===== src/rtl/guess_engine.sv =====
// Number-guessing engine: captures a pseudo-random secret from a free-running
// counter on new_game and scores up to MAX_TRIES guesses against it.
module guess_engine #(
    parameter int unsigned WIDTH     = 3,
    parameter int unsigned MAX_TRIES = 7,
    localparam int unsigned TW       = $clog2(MAX_TRIES + 1)
) (
    input  logic             clk,
    input  logic             rst_n,
    input  logic             new_game,
    input  logic             submit,
    input  logic [WIDTH-1:0] guess,
    output logic             is_lt,
    output logic             is_eq,
    output logic             is_gt,
    output logic [TW-1:0]    tries_left,
    output logic             playing,
    output logic             won,
    output logic             lost,
    output logic [WIDTH-1:0] reveal
);

    typedef enum logic [1:0] {StIdle, StPlay, StWin, StLose} state_e;

    localparam logic [TW-1:0] MaxTries = TW'(MAX_TRIES);

    state_e           state_q, state_d;
    logic [WIDTH-1:0] cnt_q, cnt_d;
    logic [WIDTH-1:0] secret_q, secret_d;
    logic [TW-1:0]    tries_q, tries_d;
    logic             submit_q;
    logic             lt_q, lt_d, eq_q, eq_d, gt_q, gt_d;
    logic             accept;

    assign cnt_d  = cnt_q + WIDTH'(1);
    assign accept = submit & ~submit_q & (state_q == StPlay);

    always_comb begin
        state_d  = state_q;
        secret_d = secret_q;
        tries_d  = tries_q;
        lt_d     = lt_q;
        eq_d     = eq_q;
        gt_d     = gt_q;
        if (new_game) begin
            // Restart wins over any same-cycle guess; secret is the pre-increment count.
            state_d  = StPlay;
            secret_d = cnt_q;
            tries_d  = MaxTries;
            lt_d     = 1'b0;
            eq_d     = 1'b0;
            gt_d     = 1'b0;
        end else if (accept) begin
            lt_d = (guess < secret_q);
            eq_d = (guess == secret_q);
            gt_d = (guess > secret_q);
            if (tries_q != '0) begin
                tries_d = tries_q - TW'(1);
            end
            if (guess == secret_q) begin
                state_d = StWin;
            end else if (tries_q <= TW'(1)) begin
                state_d = StLose;
            end
        end
    end

    always_ff @(posedge clk or negedge rst_n) begin
        if (!rst_n) begin
            state_q  <= StIdle;
            cnt_q    <= '0;
            secret_q <= '0;
            tries_q  <= '0;
            submit_q <= 1'b0;
            lt_q     <= 1'b0;
            eq_q     <= 1'b0;
            gt_q     <= 1'b0;
        end else begin
            state_q  <= state_d;
            cnt_q    <= cnt_d;
            secret_q <= secret_d;
            tries_q  <= tries_d;
            submit_q <= submit;
            lt_q     <= lt_d;
            eq_q     <= eq_d;
            gt_q     <= gt_d;
        end
    end

    assign is_lt      = lt_q;
    assign is_eq      = eq_q;
    assign is_gt      = gt_q;
    assign tries_left = tries_q;
    assign playing    = (state_q == StPlay);
    assign won        = (state_q == StWin);
    assign lost       = (state_q == StLose);
    assign reveal     = (won | lost) ? secret_q : '0;

endmodule


===== config.mk =====
export PLATFORM = sky130hd
export DESIGN_NAME = guess_engine
export DESIGN_NICKNAME = d
export VERILOG_FILES = /design/src/rtl/guess_engine.sv
export SDC_FILE = /design/constraint.sdc
export NUM_CORES = 1
export LEC_CHECK = 0
export BUFFER_PORTS_ARGS = -buffer_cell sky130_fd_sc_hd__buf_2
export CORE_MARGIN = 4
export CORE_UTILIZATION = 40
export CTS_CLUSTER_DIAMETER = 30
export DETAILED_ROUTE_END_ITERATION = 16
export GPL_ROUTABILITY_DRIVEN = 0
export PLACE_DENSITY = 0.7
export RECOVER_POWER = 50
export SYNTH_ARGS = -nofsm -noshare
export SYNTH_HDL_FRONTEND = slang
export SYNTH_SLANG_ARGS = --single-unit

===== constraint.sdc =====
create_clock -name clk -period 3.5 [get_ports clk]
set_input_delay 0.525 -clock clk [delete_from_list [all_inputs] [get_ports clk]]
set_output_delay 0.525 -clock clk [all_outputs]
set_load 0.1 [all_outputs]

## Word level (Yosys, flattened, before mapping)

Cells that the tools add are included.

| cells by class | value |
|---|---|
| mux-type cells | 14 |
| bitwise operators | 4 |
| order comparisons | 3 |
| add/sub/neg operators | 2 |
| reduce and logical (&&, ||, !) cells | 6 |
| eq/ne operators | 4 |

Operators with widths:

| operator | number |
|---|---|
| 3-bit 2-to-1 mux | 4 |
| 2-bit 2-to-1 mux | 4 |
| 1-bit 2-to-1 mux | 6 |
| 3-bit nonzero test | 2 |
| 2-bit equality test (second input constant) | 2 |
| 2-bit AND reduction | 2 |
| 2-bit nonzero test | 2 |
| 3-bit by 1-bit adder with 3-bit output (second input constant) | 1 |
| 3-bit equality test | 1 |
| 3-bit greater-than comparator | 1 |
| 3-bit by 1-bit less-or-equal comparator with 1-bit output (second input constant) | 1 |
| 3-bit less-than comparator | 1 |
| 3-bit by 1-bit subtractor with 3-bit output (second input constant) | 1 |
| 1-bit bitwise AND | 2 |
| 2-bit by 1-bit equality test with 1-bit output (second input constant) | 1 |
| 1-bit inverter | 1 |
| 1-bit OR | 1 |

| word-level totals | value |
|---|---|
| logic and storage cells | 41 |
| register bits | 15 |

## Longest topological paths before layout

| logic depth | value |
|---|---|
| word-level depth | 5 |
| mapped depth | 5 |

## Worst setup path before layout

OpenSTA, ideal clock, no wires.

| path | value |
|---|---|
| kind | reg-to-output |
| start | register state_q[1] |
| end | output port won |
| stages on the path, launching flop included | 2 |
| setup slack | 1.211 ns |
| buffers on the path | 0 |
| required time | 2.975 ns |
| arrival time | 1.764 ns |
| cell sequence | dfrtp_1 nor2b_1 |

| on the way | value |
|---|---|
| longest elaborated chain between the ends | 1 |

Ends and longest elaborated chain:

| what | line | source |
|---|---|---|
| start: declaration | 27 | `state_e state_q, state_d;` |
| start signal: assignment | 70 | `state_q <= StIdle;` |
| start signal: assignment | 79 | `state_q <= state_d;` |
| 2-bit equality test | 95 | `assign won = (state_q == StWin);` |
| end: declaration | 18 | `output logic won,` |

No other way between the ends.

## Worst setup path after layout

| path | value |
|---|---|
| start | register state_q[1] |
| end | output port playing |

| on the way | value |
|---|---|
| longest elaborated chain between the ends | 1 |

Ends and longest elaborated chain:

| what | line | source |
|---|---|---|
| 2-bit by 1-bit equality test with 1-bit output | 94 | `assign playing = (state_q == StPlay);` |
| end: declaration | 17 | `output logic playing,` |

No other way between the ends.

==> results.toml <==
[critical_path]
reg2reg_to = "tries_left[0]"
cpMaxStageDelayCell = "dfrtp_1"
worstPathArrival_ns = 1.39
crit_fanout = 9
crit_start = "state_q[1]"
r2r_slack_ns = 2.01
worstReg2RegStart = "state_q[1]"
slowest_delay_ns = 0.47
critPathLaunchType = "flip-flop"
critPathKind = "reg -> out"
critPathCaptureType = "primary output"
path_cells = "and2b_1 > buf_2"
crit_required_ns = 2.97
r2r_cells = 3

[cts]
clock_sinks = 15
cts.htree.levels = 1
cts-root-buf = "clkbuf_4"
worstSkewPairLatency_ns = 0.29
cts_tree = "built"
postCtsHoldBufs = 0
cts_resized = 0
postCtsSetupBuffers = 0
clock_path_buffers = 2
cts_made_buffers = 3
path_clk_slew_ns = 0.09

[power_and_ir_drop]
vdd_drop_max_uv = 300
leakage_nw = 0.453
intPower_mw = 0.243
p_per_area_nw_per_um2 = 410
p_switching_mw = 0.122
pwr-share-comb_pct = 22.0
p_clk_share_pct = 27.1
switching_share_pct = 33.4
p_seq_share_pct = 50.9

[flow_run]
drv_cap = 0

[yosys]
synth_seq_area_share_pct = 49.8
synth_flop_cell = "dfrtp_1"
synthArstFlopShare_pct = 100
synthesis.nets = 86
syn_inst = 72
ys_warn_count = 0
synthDistinctLibCells = 28
syn_area_sq_um = 754
syn-mean-instance-area_sq_um = 10.5
ys_ff_latch = 15
synth-edff-count = 0

[drt]
final_antenna_net_count = 0
dr.pass1.iters = 3
vias_per_cell = 5.10
drc_errors = 0
wirelength_um = 1420
drtIter0Drc = 4
num_vias = 597
wl_per_cell_um = 12.1

[floorplanning]
die_area_sq_um = 2650
coreArea_sq_um = 1760
io_pins = 19
die_y_um = 51.4
initial_core_util_pct = 42.8
die_x_um = 51.4
fp-row-count = 15

[global_routing]
grt_max_degree = 16
first_global_vias = 546
gr-usage-all-layers_pct = 12.4
grt.overflow.total = 0
grt_pass1_wl_um = 2330
antenna_found_initial = 0

[cells_and_area]
diodes = 0
fin_nets = 107
area_growth_pct = 17.9
drive_gt1_share_pct = 21.7
design_area_sq_um = 890

[sta]
fin_tns_setup_ns = 0
worst_pin_slew_ns = 0.797
max-slew-margin-rel_pct = 46.9
finalSetupViolations = 0
fin_skew_ns = 0.00567
timing.final.max_slew_violations = 0
timing.fmax_mhz = 521
rsz0062_at_grt = "false"
min_period_over_period_pct = 54.8
hold_ws_ns = 0.288
finalHoldViolations = 0
finalCriticalPeriod_ns = 1.92

[outcome]
status = "finished clean"

[worst_hold_path]
min_path_type = "in -> async"

[place]
placed_area_sq_um = 867
hpwlAfterDp_um = 1090
portBuffers = 18
## final cells by class
cell class | instances | area, sq um
Fill cell | 190 | 875
Sequential cell | 15 | 375
Timing Repair Buffer | 18 | 86.3
Inverter | 8 | 30.0
Tap cell | 25 | 31.3
Multi-Input combinational cell | 47 | 340
Clock buffer | 4 | 26.3
## registers in the layout, indices dropped and copies added, names as in the netlist
signal      count
cnt_q           3
tries_left      3
submit_q        1
state_q         2
is_gt           1
is_eq           1
secret_q        3
is_lt           1
## cells in the mapped netlist (all sizes together), types with 2 or more instances
cell | instances | share of area, %
dfrtp | 15 | 50
inv | 8 | 4.0
ha | 7 | 12
nand2 | 6 | 3.0
a21oi | 5 | 3.3
and2 | 5 | 4.1
o21ai | 4 | 2.7
nand3 | 2 | 1.3
nor2b | 2 | 1.7
## worst max path at each step
stage / to / slack, ns / cells after the start
2_1_floorplan: won / 1.21 / 1
3_3_place_gp: playing / 1.93 / 2
3_5_place_dp: is_gt / 1.90 / 5
4_1_cts: playing / 1.57 / 2
5_1_grt: playing / 1.52 / 2
6_report: playing / 1.58 / 2
## metal layers
metal	wire length [um]	GRT usage, %	up-vias
li1	-	-	286
met1	647	14.4	292
met2	665	19.9	15
met3	79	5.25	4
met4	28	5.24	0
met5	0	0	-
## layout by cell type (no fill, tap or decap), drive strengths merged
cell / synthesis / layout
o21ai: 4 / 4
nand3b: 1 / 1
nand2: 6 / 6
o21a: 1 / 1
a211oi: 1 / 1
xor2: 1 / 1
o21bai: 1 / 1
dfrtp: 15 / 15
a21oi: 5 / 5
clkbuf: 1 / 7
o311ai: 1 / 1
and3: 1 / 1
and4bb: 1 / 1
o31ai: 1 / 1
mux2: 1 / 1
and2b: 1 / 1
or3: 1 / 1
nor2: 1 / 1
ha: 7 / 7
nand3: 2 / 2
inv: 8 / 8
a21o: 1 / 1
nand4bb: 1 / 1
and2: 5 / 5
buf: 1 / 15
nor2b: 2 / 2
a311o: 1 / 1
## stage by stage
| stage | std cells | utilization [%] | total power, mW | setup WS (ns) |
|---|---|---|---|---|
| 6_report | 117 | 50.4 | 0.365 | 1.58 |
| 5_1_grt | 117 | 50.4 | 0.385 | 1.52 |
| 4_1_cts | 117 | 50.6 | 0.370 | 1.57 |
| 3_5_place_dp | 113 | 49.1 | 0.271 | 1.90 |
| 3_3_place_gp | 113 | 49.1 | 0.269 | 1.93 |
| 2_1_floorplan | 72 | - | 0.252 | 1.21 |
## power by group through the flow
stage	registers (mW)	logic, mW	clock network, mW
2_1_floorplan	0.215	0.0373	0
5_1_grt	0.187	0.0874	0.111
4_1_cts	0.186	0.0817	0.102
3_3_place_gp	0.189	0.0802	0
6_report	0.186	0.0804	0.0989
3_5_place_dp	0.189	0.0814	0
## worst max-delay path: cells and delay by family, from the launching register on
family,cells,cell delay [ns]
simple gates,1,0.22
buf+inv,1,0.42
flops,1,0.47
## kinds of logic (layout without fill, tap and decap cells)
logic type               Yosys count  in the layout  synth area share (%)
AND/OR/NAND/NOR                   22             22                  17.4
multiplexers                       1              1                  1.49
flip-flops                        15             15                  49.8
buffers and inverters             10             30                  5.14
adder cells (fa/ha/maj)            7              7                  11.6
AO/OA/AOI/OAI                     16             16                  13.4
XOR/XNOR                           1              1                  1.16
(Power assumes the default switching activity.)
